File: src/rtl/dut_test_sequencer.sv
// dut_test_sequencer: drives the BRAM power-test DUT through a fixed
// lead -> run -> stop sequence and judges its per-bank pass flags.
// Every output is registered. The results (fail count, first fail,
// verdict, aborted) are held in DONE until the next rising edge of go.
module dut_test_sequencer #(
  parameter int EN_LEAD       = 4,
  parameter int SETTLE_CYCLES = 8,
  parameter int RUN_CYCLES    = 64
) (
  input  logic        ref_clk_in,
  input  logic        reset,
  input  logic        go_in,
  input  logic        abort_in,
  input  logic [1:0]  fmc_in,
  output logic        clock_en_out,
  output logic        start_out,
  output logic        stop_out,
  output logic        done_out,
  output logic        verdict_out,
  output logic        aborted_out,
  output logic [15:0] fail_count_out,
  output logic [1:0]  first_fail_out
);

  localparam logic [15:0] LP_LEAD_LAST = 16'(EN_LEAD - 1);
  localparam logic [15:0] LP_RUN_LAST  = 16'(RUN_CYCLES - 1);
  localparam logic [15:0] LP_SETTLE    = 16'(SETTLE_CYCLES);

  typedef enum logic [2:0] {
    S_IDLE,
    S_LEAD,
    S_RUN,
    S_STOP,
    S_DONE
  } state_t;

  state_t      r_state;
  logic        r_go_d;
  logic [15:0] r_cnt;      // LEAD cycle count, then the run index in RUN

  logic        w_go_rise;
  logic        w_fail;

  assign w_go_rise = go_in & ~r_go_d;
  // A run cycle fails only once the DUT has settled and a bank reports failure.
  assign w_fail    = (r_state == S_RUN) && (r_cnt >= LP_SETTLE) && (fmc_in != 2'b11);

  // Delayed copy of go_in, so a held-high go cannot retrigger a sequence.
  always_ff @(posedge ref_clk_in or posedge reset) begin
    if (reset) r_go_d <= 1'b0;
    else       r_go_d <= go_in;
  end

  // Sequencer FSM with registered control outputs and result accumulation.
  always_ff @(posedge ref_clk_in or posedge reset) begin
    if (reset) begin
      r_state        <= S_IDLE;
      r_cnt          <= '0;
      clock_en_out   <= 1'b0;
      start_out      <= 1'b0;
      stop_out       <= 1'b0;
      done_out       <= 1'b0;
      verdict_out    <= 1'b0;
      aborted_out    <= 1'b0;
      fail_count_out <= '0;
      first_fail_out <= '0;
    end else begin
      case (r_state)
        S_IDLE, S_DONE: begin
          if (w_go_rise) begin
            r_state        <= S_LEAD;
            r_cnt          <= '0;
            clock_en_out   <= 1'b1;
            start_out      <= 1'b0;
            stop_out       <= 1'b0;
            done_out       <= 1'b0;
            verdict_out    <= 1'b0;
            aborted_out    <= 1'b0;
            fail_count_out <= '0;
            first_fail_out <= '0;
          end
        end

        S_LEAD: begin
          if (abort_in) begin
            r_state     <= S_STOP;
            stop_out    <= 1'b1;
            aborted_out <= 1'b1;
          end else if (r_cnt == LP_LEAD_LAST) begin
            r_state   <= S_RUN;
            r_cnt     <= '0;
            start_out <= 1'b1;
          end else begin
            r_cnt <= r_cnt + 16'd1;
          end
        end

        S_RUN: begin
          // The current cycle still counts even when abort ends the run.
          if (w_fail) begin
            if (fail_count_out != 16'hFFFF) fail_count_out <= fail_count_out + 16'd1;
            if (fail_count_out == 16'd0)    first_fail_out <= ~fmc_in;
          end
          if (abort_in) begin
            r_state     <= S_STOP;
            start_out   <= 1'b0;
            stop_out    <= 1'b1;
            aborted_out <= 1'b1;
          end else if (r_cnt == LP_RUN_LAST) begin
            r_state   <= S_STOP;
            start_out <= 1'b0;
            stop_out  <= 1'b1;
          end else begin
            r_cnt <= r_cnt + 16'd1;
          end
        end

        S_STOP: begin
          // The fail count is final here; no counting happens outside RUN.
          r_state      <= S_DONE;
          clock_en_out <= 1'b0;
          stop_out     <= 1'b0;
          done_out     <= 1'b1;
          verdict_out  <= (fail_count_out == 16'd0) & ~aborted_out;
        end

        default: begin
          r_state      <= S_IDLE;
          clock_en_out <= 1'b0;
          start_out    <= 1'b0;
          stop_out     <= 1'b0;
          done_out     <= 1'b0;
        end
      endcase
    end
  end

endmodule

File: config.mk
export PLATFORM = sky130hd
export DESIGN_NAME = dut_test_sequencer
export DESIGN_NICKNAME = d
export VERILOG_FILES = /design/src/rtl/dut_test_sequencer.sv
export SDC_FILE = /design/constraint.sdc
export NUM_CORES = 1
export LEC_CHECK = 0
export ABC_AREA = 0
export CORE_MARGIN = 2
export CORE_UTILIZATION = 38
export CTS_CLUSTER_DIAMETER = 80
export CTS_CLUSTER_SIZE = 25
export DETAILED_ROUTE_END_ITERATION = 8
export GPL_TIMING_DRIVEN = 0
export PLACE_DENSITY = 0.62
export SLEW_MARGIN = 20
export SYNTH_ARGS = -nofsm -noshare
export SYNTH_HDL_FRONTEND = slang
export SYNTH_SLANG_ARGS = --single-unit
File: constraint.sdc
create_clock -name ref_clk_in -period 2 [get_ports ref_clk_in]
set_input_delay 0.6 -clock ref_clk_in [delete_from_list [all_inputs] [get_ports ref_clk_in]]
set_output_delay 0.6 -clock ref_clk_in [all_outputs]
set_load 0.02 [all_outputs]
Yosys cells after proc, flatten, opt, wreduce, memory -nomap -nowiden
Index checks and enable logic that the tools add are counted.
W data, S select, Z words.
{"block": "totals", "ff_bits": 44, "input_bits": 6, "wordCells": 94}
{"block": "op_classes", "n_addsub": 2, "order_cmp": 1, "n_bitwise": 7, "eq_ne": 20, "reduce_logical": 19, "muxes": 34}
{"cell": "$mux W16", "n": 7}
{"cell": "$pmux W16 S3", "n": 1}
{"cell": "$add A16 B1 Y16 const B", "n": 2}
{"cell": "$pmux W16 S2", "n": 1}
{"cell": "$eq A16 B2 Y1 const B", "n": 1}
{"cell": "$eq A16 B6 Y1 const B", "n": 1}
{"cell": "$ge A16 B4 Y1 const B", "n": 1}
{"cell": "$logic_not A16 Y1", "n": 1}
{"cell": "$ne A16 B16 Y1 const B", "n": 1}
{"cell": "$ne A2 B2 Y1 const B", "n": 8}
{"cell": "$mux W3", "n": 5}
{"cell": "$pmux W3 S4", "n": 1}
{"cell": "$reduce_and A5 Y1", "n": 2}
{"cell": "$mux W1", "n": 9}
{"cell": "$reduce_and A3 Y1", "n": 3}
{"cell": "$reduce_and A4 Y1", "n": 2}
{"cell": "$eq A3 B2 Y1 const B", "n": 2}
{"cell": "$mux W2", "n": 3}
{"cell": "$ne A2 B1 Y1 const B", "n": 3}
{"cell": "$pmux W1 S2", "n": 3}
{"cell": "$pmux W1 S3", "n": 2}
{"cell": "$reduce_bool A2 Y1", "n": 3}
{"cell": "$not A1 Y1", "n": 4}
{"cell": "$pmux W1 S4", "n": 1}
{"cell": "12 further kinds", "n": 16}

Depth between registers and ports, before layout
Gate-level depths: netlist of run 1.
{"block": "logic_depth", "ltp_word": 5, "ltp_mapped": 8}

Worst setup path before layout of run 1
No wires, ideal clock.
{"block": "synth_path", "path_kind": "input to register", "start": "input go_in", "end": "register r_cnt[12]", "cell_stages": 7, "setup_slack_ns": -0.070, "arrival_time_ns": 1.948, "path_cell_list": "or4b_4 -> buf_6 -> o31a_1 -> buf_6 -> nor4_1 -> xnor2_1 -> nor2_2"}
{"block": "synth_via", "elab_chain_cells": 3}
{"item": "start, declared", "line": "12", "rtl": "input logic go_in,"}
{"item": "$and A1 B1 Y1", "line": "44", "rtl": "assign w_go_rise = go_in & ~r_go_d;"}
{"item": "$ne A2 B2 Y1 (no source line)"}
{"item": "$reduce_and A5 Y1 (no source line)"}
{"item": "end signal, assigned", "line": "94", "rtl": "r_cnt <= r_cnt + 16'd1;"}
{"item": "end signal, assigned", "line": "114", "rtl": "r_cnt <= r_cnt + 16'd1;"}
{"item": "end, declared", "line": "39", "rtl": "logic [15:0] r_cnt;"}
Every way passes these cells.
A chain may end at the register's enable or synchronous reset.

Worst setup path after layout of run 1
{"block": "layout_path", "start": "register fail_count_out[14]", "end": "output fail_count_out[14]"}
{"item": "start, declared", "line": "21", "rtl": "output logic [15:0] fail_count_out,"}
{"item": "start signal, assigned", "line": "101", "rtl": "if (fail_count_out != 16'hFFFF) fail_count_out <= fail_count_out + 16'd1;"}
No word-level cell between the ends.

==> results of run 1 <==
==> cell usage in the layout, fill, tap and decap left out, drive strengths merged, types with 6 or more instances in the layout <==
master	Yosys	routed
and3	7	7
dlymetal6s2s	0	9
nand3	19	19
a21oi	17	17
buf	6	28
nor3	15	15
xnor2	10	10
nor4	13	13
inv	10	10
o31ai	9	9
clkdlybuf4s50	0	14
o21ai	19	19
nand2	28	28
or3	6	6
nor2	17	17
nand4	8	8
dfrtp	44	44
clkbuf	5	9
==> timing repair <==
action | CTS | global route
cloned | 1 | 0
pin swaps | 6 | 13
setup buffers | 6 | 12
gates resized for setup | 35 | 50
endpoints found under the setup margin | 39 | 43
==> per-layer routing <==
metal / track usage [%] / up-vias / share of wire (%)
li1: - / 1179 / -
met1: 27.97 / 1206 / 45
met2: 32.35 / 66 / 49
met3: 2.952 / 13 / 4.4
met4: 6.960 / 0 / 1.7
met5: 0 / - / 0
==> path summary, 6_finish.rpt <==
path	end	cells after the start	slack [ns]
max in group asynchronous	r_cnt[4]	3	0.79
min in group asynchronous	fail_count_out[6]	2	0.69
worst max-delay path	fail_count_out[14]	1	0.06
worst min-delay path	first_fail_out[0]	1	0.50
worst min register to register	first_fail_out[0]	1	0.50
worst max register to register	fail_count_out[11]	7	0.07
==> area by class of cell <==
| type | count | area (um2) | share of cell area (%) |
|---|---|---|---|
| Buffer | 10 | 83.83 | 2.353 |
| Clock buffer | 7 | 96.34 | 2.705 |
| Inverter | 10 | 37.54 | 1.054 |
| Multi-Input combinational cell | 222 | 1657 | 46.51 |
| Sequential cell | 44 | 1109 | 31.12 |
| Tap cell | 77 | 96.34 | 2.705 |
| Timing Repair Buffer | 48 | 483.0 | 13.56 |
==> registers in the layout, indices dropped and copies added (netlist names), 2 cells and up <==
signal and count:
fail_count_out 16, first_fail_out 2, r_state 3, r_cnt 16
==> through the flow <==
| step | power, mW | hold slack (ns) | worst slack (ns) | area [um2] | TNS [ns] |
|---|---|---|---|---|---|
| after global placement | 2.542 | 0.4798 | -0.6554 | 3003 | -44.22 |
| after floorplan | 2.106 | 0.5071 | -0.02803 | 2626 | -0.02803 |
| final | 3.693 | 0.4956 | 0.05684 | 3562 | 0 |
| after CTS | 3.370 | 0.5036 | 0.001210 | 3278 | 0 |
| after detailed placement | 2.561 | 0.4724 | -0.6305 | 3030 | -15.77 |
| after global routing | 3.938 | 0.5125 | -0.02578 | 3562 | -0.04274 |
==> logic make-up after synthesis <==
| family | count (synthesis) |
|---|---|
| mux | 1 |
| compound gates | 67 |
| simple gates | 139 |
| buf+inv | 21 |
| flops | 44 |
| fa+ha+maj | 4 |
| xor+xnor | 11 |
==> cells in the mapped netlist, types with 3 or more instances <==
cell type / number / area, um2
buf_2: 3 / 15.01
nand2b_1: 4 / 25.02
o31ai_1: 7 / 52.55
or4_1: 4 / 30.03
nor4_1: 12 / 75.07
nor2_2: 4 / 25.02
or3_1: 6 / 37.54
nor3b_1: 4 / 30.03
and4_1: 3 / 26.28
inv_1: 10 / 37.54
nand4_1: 8 / 50.05
o21ai_0: 18 / 90.09
buf_6: 3 / 33.78
and2_1: 4 / 25.02
a21o_1: 3 / 22.52
o22a_1: 5 / 43.79
nand3_1: 19 / 95.09
nor2_1: 13 / 48.80
xnor2_1: 10 / 87.58
clkbuf_1: 5 / 18.77
a21oi_1: 17 / 85.08
and3_1: 7 / 43.79
nand2_1: 28 / 105.1
dfrtp_1: 44 / 1101
ha_1: 4 / 50.05
nor3_1: 15 / 75.07
==> power breakdown <==
part / leakage (nW) / switching [mW] / internal (mW)
combinational: 0.970 / 1.08 / 0.826
clock: 0.0503 / 0.299 / 0.308
sequential: 0.587 / 0.147 / 1.03
total: 1.61 / 1.53 / 2.17
==> metrics.md, run 1 <==
| Metric | Value |
|---|---|
| Number of enable flip-flop cells after synthesis | 0 |
| Pwr/cell area | 1037 nW/um2 |
| GRT overflow | 0 |
| Iter 0 DRT Violations | 180 |
| Final ANT Viol Nets | 0 |
| Die Height | approximately 86 um |
| Die Span X | 86.18 um |
| Post-Syn Nets | about 300 |
| Final cell count without fillers | between 400 and 500 |
| Root Buffer | clkbuf_8 |
| Placed cell count | 393 |
| DR pass1 iterations | 4 |
| Die area | approximately 7400 um2 |
| Ant. Diodes | 0 |
| Synth Flop Type | dfrtp_1 |
| Peak supply drop | ~790 uV |
| Final core occ | 55.46% |
| Final WL | between 7 and 8 mm |
| CTS hold repair buffers | 0 |
| Xor-xnor portion of the synthesized cell area | under 10% |
| Num ports | 30 |
| Site row count | 29 |
| Max Freq | 514.6 MHz |
| Routed WL per cell | 17.28 um |
| Origin of the worst setup path | fail_count_out[14] |
| Hold crit path type | register to register |
| Cell count after synthesis | 287 |
| Post-layout min period | ~1.9 ns |
| Syn_area_per_cell | approximately 8.9 um2 |
| CP Data Required Time | 1.40 ns |
| Initial antenna violation count | 0 |
| First-pass GRT wire length | 11.99 mm |
| Worst-Margin Slew | a little under 0.9 ns |
| Yosys cell types | 47 |
| Final period util | 97.16% |
| CP top delay family | buffers and inverters |
| Final nets | 351 |
| Slowest cell on crit path | clkdlybuf4s50_1 |
| CTS buffer count | 5 |
| Crit-path cells | clkdlybuf4s50_1 |
| Max Cap Viol | 0 |
| Largest family of logic cells by synthesized area | simple AND/OR/NAND/NOR gates |
| Sinks on Clock Net | between 40 and 50 |
| Drc violations | 0 |
| Vias | between 2k and 2.5k |
| Mapped Area | 2566 um2 |
| Effective utilization at floorplan | between 30% and 40% |
| CP max stage delay | 0.63 ns |
| Register area share after synthesis | 42.91% |
| Slew Limit Fails | 0 |
| Critical path buffers and inverters | 1 |
| Via/cell ratio | 5.895 |
| Later-pin clock latency in the skew report | ~0.3 ns |
| CTS tree | yes |
| Critical Path Start Type | register |
| Worst-path fanout max | 5 |
| #FFs+latches synth | 44 |
| P&R area growth vs syn | 38.81% |
| Post-Route Skew | 0.009810 ns |
| Final Wtd Congestion | 0.8089 |
| Reg2reg start | r_state[2] |
| Post-synth ARST share | between 90% and 100% |
| Warnings from Yosys | 0 |
| Mux share of post-synthesis cell area | 0.3901% |
| LEAKAGE | 1.608 nW |
| Overall routing resource usage | 20.15% |
| Simple-Gate Fraction of Synth Area | between 20 and 30% |
| Kind of critical path | register to output pin |
| Vias in the first global route | between 2k and 2.5k |
| Min-delay src | first_fail_out[0] |
| DP HPWL | 4.630 mm |
| CTS H-tree depth | 2 |
| Synth Area in Compound Gates | 17.16% |
| Core ar. | 6422 um2 |
| Fraction of layout cells with a size suffix above 1 | a little over a quarter |
| I/O Buffers | 28 |
| Status | finished, final reports clean |
| Element type at the critical path end | output pin |
| Worst-path clk slew | 0.08 ns |
| Rel. slew slack | 39.92% |
| # setup viols final | 0 |
| Synth Area in Adders | 1.950% |
| Largest net degree at the start of global routing | 26 |
| Final-layout fill cell count | between 500 and 600 |
| Max clock buf depth | 2 |
| Fin. Hold Viols | 0 |
| Worst path arrival time | 1.34 ns |
Note: power is estimated with default switching activity, not from simulation.
==> run 2: changes to the inputs <==
--- a/config.mk
+++ b/config.mk
@@ -6,13 +6,14 @@
 export NUM_CORES = 1
 export LEC_CHECK = 0
 export ABC_AREA = 0
+export ABC_CLOCK_PERIOD_IN_PS = 2000
 export CORE_MARGIN = 2
-export CORE_UTILIZATION = 38
+export CORE_UTILIZATION = 50
 export CTS_CLUSTER_DIAMETER = 80
 export CTS_CLUSTER_SIZE = 25
 export DETAILED_ROUTE_END_ITERATION = 8
 export GPL_TIMING_DRIVEN = 0
-export PLACE_DENSITY = 0.62
+export PLACE_DENSITY = 0.77
 export SLEW_MARGIN = 20
 export SYNTH_ARGS = -nofsm -noshare
 export SYNTH_HDL_FRONTEND = slang
==> metrics.md, run 2 (same netlist as run 1, synthesis figures left out) <==
| Metric | Value |
|---|---|
| CTS tree | yes |
| Commonest non-fill, non-tap cells in the layout | dfrtp_1, nand2_1, buf_4 |
| Final-layout fill cell count | 396 |
| Vias in the first global route | 2357 |
| Largest net degree at the start of global routing | 25 |
| Final Wtd Congestion | 0.8850 |
| Die area | 5721 um2 |
| Final nets | 354 |
| Rel. slew slack | 30.38% |
| Most common cell after layout, fill and taps aside | dfrtp_1 |
| Drc violations | 0 |
| Iter 0 DRT Violations | 158 |
| DR pass1 iterations | 4 |
| GR Util met2 | ~40% |
| Effective utilization at floorplan | 50.89% |
| Ant. Diodes | 0 |
| Max Freq | around 500 MHz |
| DP HPWL | approximately 4.5 mm |
| Max clock buf depth | 2 |
| Vias | 2531 |
| CP Data Required Time | 2.23 ns |
| Crit-path cells | dlygate4sd2_1, or4b_4, o31a_1, buf_6, or3_1, o21ai_1 |
| Sinks on Clock Net | between 40 and 50 |
| Routed WL per cell | 18.09 um |
| CTS buffer count | 5 |
| Overall routing resource usage | 25.83% |
| I/O Buffers | 28 |
| Worst-Margin Slew | ~1.0 ns |
| Worst-path clk slew | 0.09 ns |
| Placed cell count | 386 |
| Critical Path Start Type | input port |
| Die Span X | 75.64 um |
| Fraction of layout cells with a size suffix above 1 | 27.54% |
| Num ports | 30 |
| Slew Limit Fails | 0 |
| Later-pin clock latency in the skew report | 0.29 ns |
| Unrepaired setup endpoints after global routing | true |
| GRT overflow | 0 |
| Via/cell ratio | 6.099 |
| Post-Route Skew | 0.01517 ns |
| First-pass GRT wire length | 11.23 mm |
| Worst-path fanout max | 5 |
| Final cell count without fillers | 415 |
| Met1 Use GR | around 36% |
| Final WL | between 7 and 8 mm |
| Pwr/cell area | 1033 nW/um2 |
| Site row count | 26 |
| Final period util | 99.24% |
| CP max stage delay | 0.52 ns |
| Root Buffer | clkbuf_8 |
| Element type at the critical path end | register |
| Die Height | 75.64 um |
| Worst path arrival time | 2.21 ns |
| Sum of negative setup slack | 0 ns |
| Largest regs | fail_count_out: 16 flops, r_cnt: 16 flops, r_state: 3 flops |
| Kind of critical path | input port to register |
| Top Usage Layer GRT | met2 |
| # setup viols final | 0 |
| Post-layout min period | 1.985 ns |
| Core ar. | 5042 um2 |
| Fin. Hold Viols | 0 |
| Slowest cell on crit path | or4b_4 |
| LEAKAGE | 1.598 nW |
| Status | finished, final reports clean |
| Hold crit path type | register to register |
| CTS H-tree depth | 2 |
| GRT met3 Usage | under 10% |
| Initial antenna violation count | 0 |
| Max Cap Viol | 0 |
| P&R area growth vs syn | 38.42% |
| Final ANT Viol Nets | 0 |
| Peak supply drop | between 800 and 900 uV |
[run 2: cell types whose count changed in the layout (fill, tap and decap cells not counted), sizes merged]
cell,delta
clkdlybuf4s50,-1
clkinvlp,+2
dlymetal6s2s,-1
buf,+3
dlygate4sd2,+2
clkbuf,-1
[run 2: report_power, final]
group	leakage, nW	total [mW]	internal (mW)	switching, mW
registers	0.587	1.19	1.03	0.153
logic	0.967	1.89	0.803	1.08
clock network	0.0434	0.597	0.280	0.316
[run 2: area by class of cell]
cell class                 instances  area, um2  share of cell area (%)
buffer                            10      85.08                   2.395
clock buffer                       6      82.58                   2.325
clock inverter                     2      15.01                  0.4227
inverter                          10      37.54                   1.057
multi-input combinational        222       1648                   46.39
sequential                        44       1109                   31.21
tap                               70      87.58                   2.466
timing repair buffer              51      488.0                   13.74
[run 2: routing by layer]
layer	share of wire [%]	wire, um
met1	42	3121
met2	52	3876
met3	5.0	372
met4	1.8	138
met5	0	0
[run 2: final timing paths]
| kind | from | to | slack (ns) | cells past startpoint |
|---|---|---|---|---|
| setup / recovery | go_in | r_cnt[0] | 0.02 | 6 |
| hold / removal | first_fail_out[1] | first_fail_out[1] | 0.50 | 1 |
| setup reg to reg | r_state[2] | fail_count_out[11] | 0.02 | 7 |
| hold reg to reg | first_fail_out[1] | first_fail_out[1] | 0.50 | 1 |
| max in group asynchronous | reset | r_cnt[7] | 0.83 | 3 |
| min in group asynchronous | reset | clock_en_out | 0.66 | 2 |
[run 2: stage by stage]
| step | worst slack, ns | total power [mW] | utilization [%] | hold WS (ns) | instance area (um2) |
|---|---|---|---|---|---|
| final | 0.01525 | 3.669 | 70.45 | 0.5031 | 3552 |
| after detailed placement | -0.6750 | 2.548 | 59.93 | 0.4766 | 3022 |
| after floorplan | -0.02803 | 2.106 | - | 0.5071 | 2626 |
| after global placement | -0.6227 | 2.517 | 59.38 | 0.4768 | 2994 |
| after CTS | -0.02897 | 3.301 | 64.19 | 0.5057 | 3237 |
| after global routing | -0.05138 | 3.873 | 70.45 | 0.5193 | 3552 |
[run 2: repair_timing]
item                       CTS  global route
pin swaps                    2            12
setup endpoints to repair   41            43
setup buffers                5            16
gates cloned                 1             0
gates resized for setup     30            58
hold buffers                 0             0
[run 2: critical path, delay by kind of cell]
kind	cells	cell delay, ns
and+or+nand+nor	2	0.88
buffers and inverters	2	0.42
AOI/OAI and AO/OA	2	0.32
==> run 3: changes to the inputs <==
--- a/config.mk
+++ b/config.mk
@@ -6,14 +6,15 @@
 export NUM_CORES = 1
 export LEC_CHECK = 0
 export ABC_AREA = 0
-export ABC_CLOCK_PERIOD_IN_PS = 2000
+export ABC_CLOCK_PERIOD_IN_PS = 2300
 export CORE_MARGIN = 2
-export CORE_UTILIZATION = 50
+export CORE_UTILIZATION = 35
 export CTS_CLUSTER_DIAMETER = 80
 export CTS_CLUSTER_SIZE = 25
 export DETAILED_ROUTE_END_ITERATION = 8
 export GPL_TIMING_DRIVEN = 0
-export PLACE_DENSITY = 0.77
+export HOLD_SLACK_MARGIN = 0.1
+export PLACE_DENSITY = 0.56
 export SLEW_MARGIN = 20
 export SYNTH_ARGS = -nofsm -noshare
 export SYNTH_HDL_FRONTEND = slang
==> constraint.sdc (replaced) <==
create_clock -name ref_clk_in -period 2.3 [get_ports ref_clk_in]
set_input_delay 0.69 -clock ref_clk_in [delete_from_list [all_inputs] [get_ports ref_clk_in]]
set_output_delay 0.69 -clock ref_clk_in [all_outputs]
set_load 0.02 [all_outputs]
==> metrics.md, run 3 (same netlist as run 1, synthesis figures left out) <==
| Metric | Value |
|---|---|
| Unrepaired setup endpoints after global routing | false |
| Site row count | 31 |
| Met1 Use GR | 27.75% |
| Max Cap Viol | 0 |
| Min-delay src | first_fail_out[0] |
| Final nets | 337 |
| CTS buffer count | 5 |
| Root Buffer | clkbuf_8 |
| GR Util met2 | 28.48% |
| Finished layout cell area | 3246 um2 |
| Routed WL per cell | approximately 17 um |
| R2R cell count | 6 |
| Vias | approximately 2.4k |
| Sum of negative setup slack | 0 ns |
| Kind of critical path | input port to register |
| Fraction of layout cells with a size suffix above 1 | 13.72% |
| Worst-Margin Slew | roughly 0.85 ns |
| GRT overflow | 0 |
| Initial antenna violation count | 0 |
| GRT met3 Usage | 2.834% |
| CTS tree | yes |
| Hold slack | 0.5029 ns |
| Peak supply drop | 528.3 uV |
| I/O Buffers | 28 |
| P&R area growth vs syn | 26.47% |
| Most common cell after layout, fill and taps aside | dfrtp_1 |
| Status | finished, final reports clean |
| Hold crit path type | register to register |
| Reg-to-reg slack, setup | ~0.14 ns |
| Post-Route Skew | 0.009371 ns |
| Largest regs | fail_count_out: 16 flops, r_cnt: 16 flops, r_state: 3 flops |
| Sinks on Clock Net | 44 |
| Hold Path Cell Cnt | 1 |
| Ant. Diodes | 0 |
| Die area | 8033 um2 |
| Max Freq | 461.2 MHz |
| Reg2reg start | fail_count_out[0] |
| First-pass GRT wire length | 11.52 mm |
| Final WS setup | 0.1317 ns |
| Core ar. | 7176 um2 |
| Max clock buf depth | 2 |
| Effective utilization at floorplan | 35.76% |
| Iter 0 DRT Violations | 147 |
| Via/cell ratio | 5.534 |
| CTS H-tree depth | 2 |
| Commonest non-fill, non-tap cells in the layout | dfrtp_1, nand2_1, clkdlybuf4s50_1 |
| Final core occ | 45.23% |
| Dpl ws | -0.5065 ns |
| Pwr/cell area | 881.0 nW/um2 |
| Slew Limit Fails | 0 |
| # setup viols final | 0 |
| DP HPWL | 4.744 mm |
| Worst flop-to-flop path endpoint | fail_count_out[12] |
| Num ports | 30 |
| Critical Path Start Type | input port |
| Post-DP Area | 2990 um2 |
| Largest net degree at the start of global routing | 33 |
| Die Height | 89.63 um |
| CP Data Required Time | 2.50 ns |
| Post-layout min period | 2.168 ns |
| Drc violations | 0 |
| LEAKAGE | 1.308 nW |
| Worst path arrival time | between 2 and 2.5 ns |
| Top Usage Layer GRT | met2 |
| Final ANT Viol Nets | 0 |
| Element type at the critical path end | register |
| Rel. slew slack | 42.88% |
| DR pass1 iterations | 4 |
| Final period util | 94.27% |
| Final WL | 7.066 mm |
| Fin. Hold Viols | 0 |
| Overall routing resource usage | 18.87% |
| Hold EP | first_fail_out[0] |
| Worst-path clk slew | 0.09 ns |
| Worst-path fanout max | 8 |
| Die Span X | about 90 um |
| Final Wtd Congestion | 0.8218 |
| Later-pin clock latency in the skew report | 0.30 ns |
| Vias in the first global route | ~2.2k |
==> run 3: cell types whose count changed in the layout (fill, tap and decap cells not counted), moves of 3 or more <==
cell / before / now
dfrtp_1: 38 / 44
nand3_2: 3 / 0
nor3_1: 10 / 15
clkdlybuf4s50_1: 13 / 27
dlymetal6s2s_1: 8 / 0
nand3_1: 14 / 19
buf_4: 23 / 3
nor3_2: 5 / 0
a21oi_1: 12 / 17
a21oi_2: 5 / 0
buf_6: 6 / 3
dlygate4sd2_1: 7 / 1
o21ai_2: 3 / 0
dfrtp_2: 6 / 0
==> run 3: critical path: stages <==
cell and delay [ns]:
dlygate4sd2_1 0.23, or4b_4 0.46, buf_6 0.16, o31a_1 0.15, buf_6 0.17, nor4_4 0.29
xnor2_1 0.17, nor2_2 0.04
==> run 3: power breakdown <==
part	switching (mW)	leakage [nW]	internal (mW)
clock network	0.292	0.0516	0.246
registers	0.124	0.597	0.895
logic	0.817	0.659	0.485
==> run 3: how the worst max path moves through the flow <==
stage	start	to	slack [ns]	cells past startpoint
after detailed placement	go_in	r_cnt[14]	-0.51	8
after global placement	reset	start_out	-0.48	2
after global routing	fail_count_out[0]	fail_count_out[12]	0.02	6
after CTS	r_state[0]	fail_count_out[14]	0.005	6
after floorplan	go_in	r_cnt[12]	0.14	7
final	go_in	r_cnt[14]	0.13	8
==> run 3: layout make-up <==
type / instances / area, um2
Clock inverter: 2 / 13.76
Multi-Input combinational cell: 222 / 1484
Clock buffer: 6 / 82.58
Sequential cell: 44 / 1101
Tap cell: 99 / 123.9
Buffer: 11 / 76.32
Inverter: 10 / 37.54
Timing Repair Buffer: 33 / 326.6
Fill cell: 709 / 3930
==> run 3: metal layers <==
layer	share of wire, %	vias to the layer above	wire [um]
met3	3.1	6	218
met2	48	54	3360
met1	48	1158	3402
met5	0	-	0
met4	1.2	0	85
li1	-	1145	-
==> run 3: repair_timing <==
item                                    4_1_cts  5_1_grt
setup buffers                                 0        3
gates cloned                                  1        0
gates resized for setup                      16       12
pin swaps                                     2        1
endpoints found under the setup margin       23       29
hold buffers                                  0        0
==> run 3: stage by stage <==
step	power [mW]	instances
after CTS	2.831	424
after detailed placement	2.221	415
after global routing	3.069	427
final	2.859	427
after floorplan	1.809	287
after global placement	2.207	414
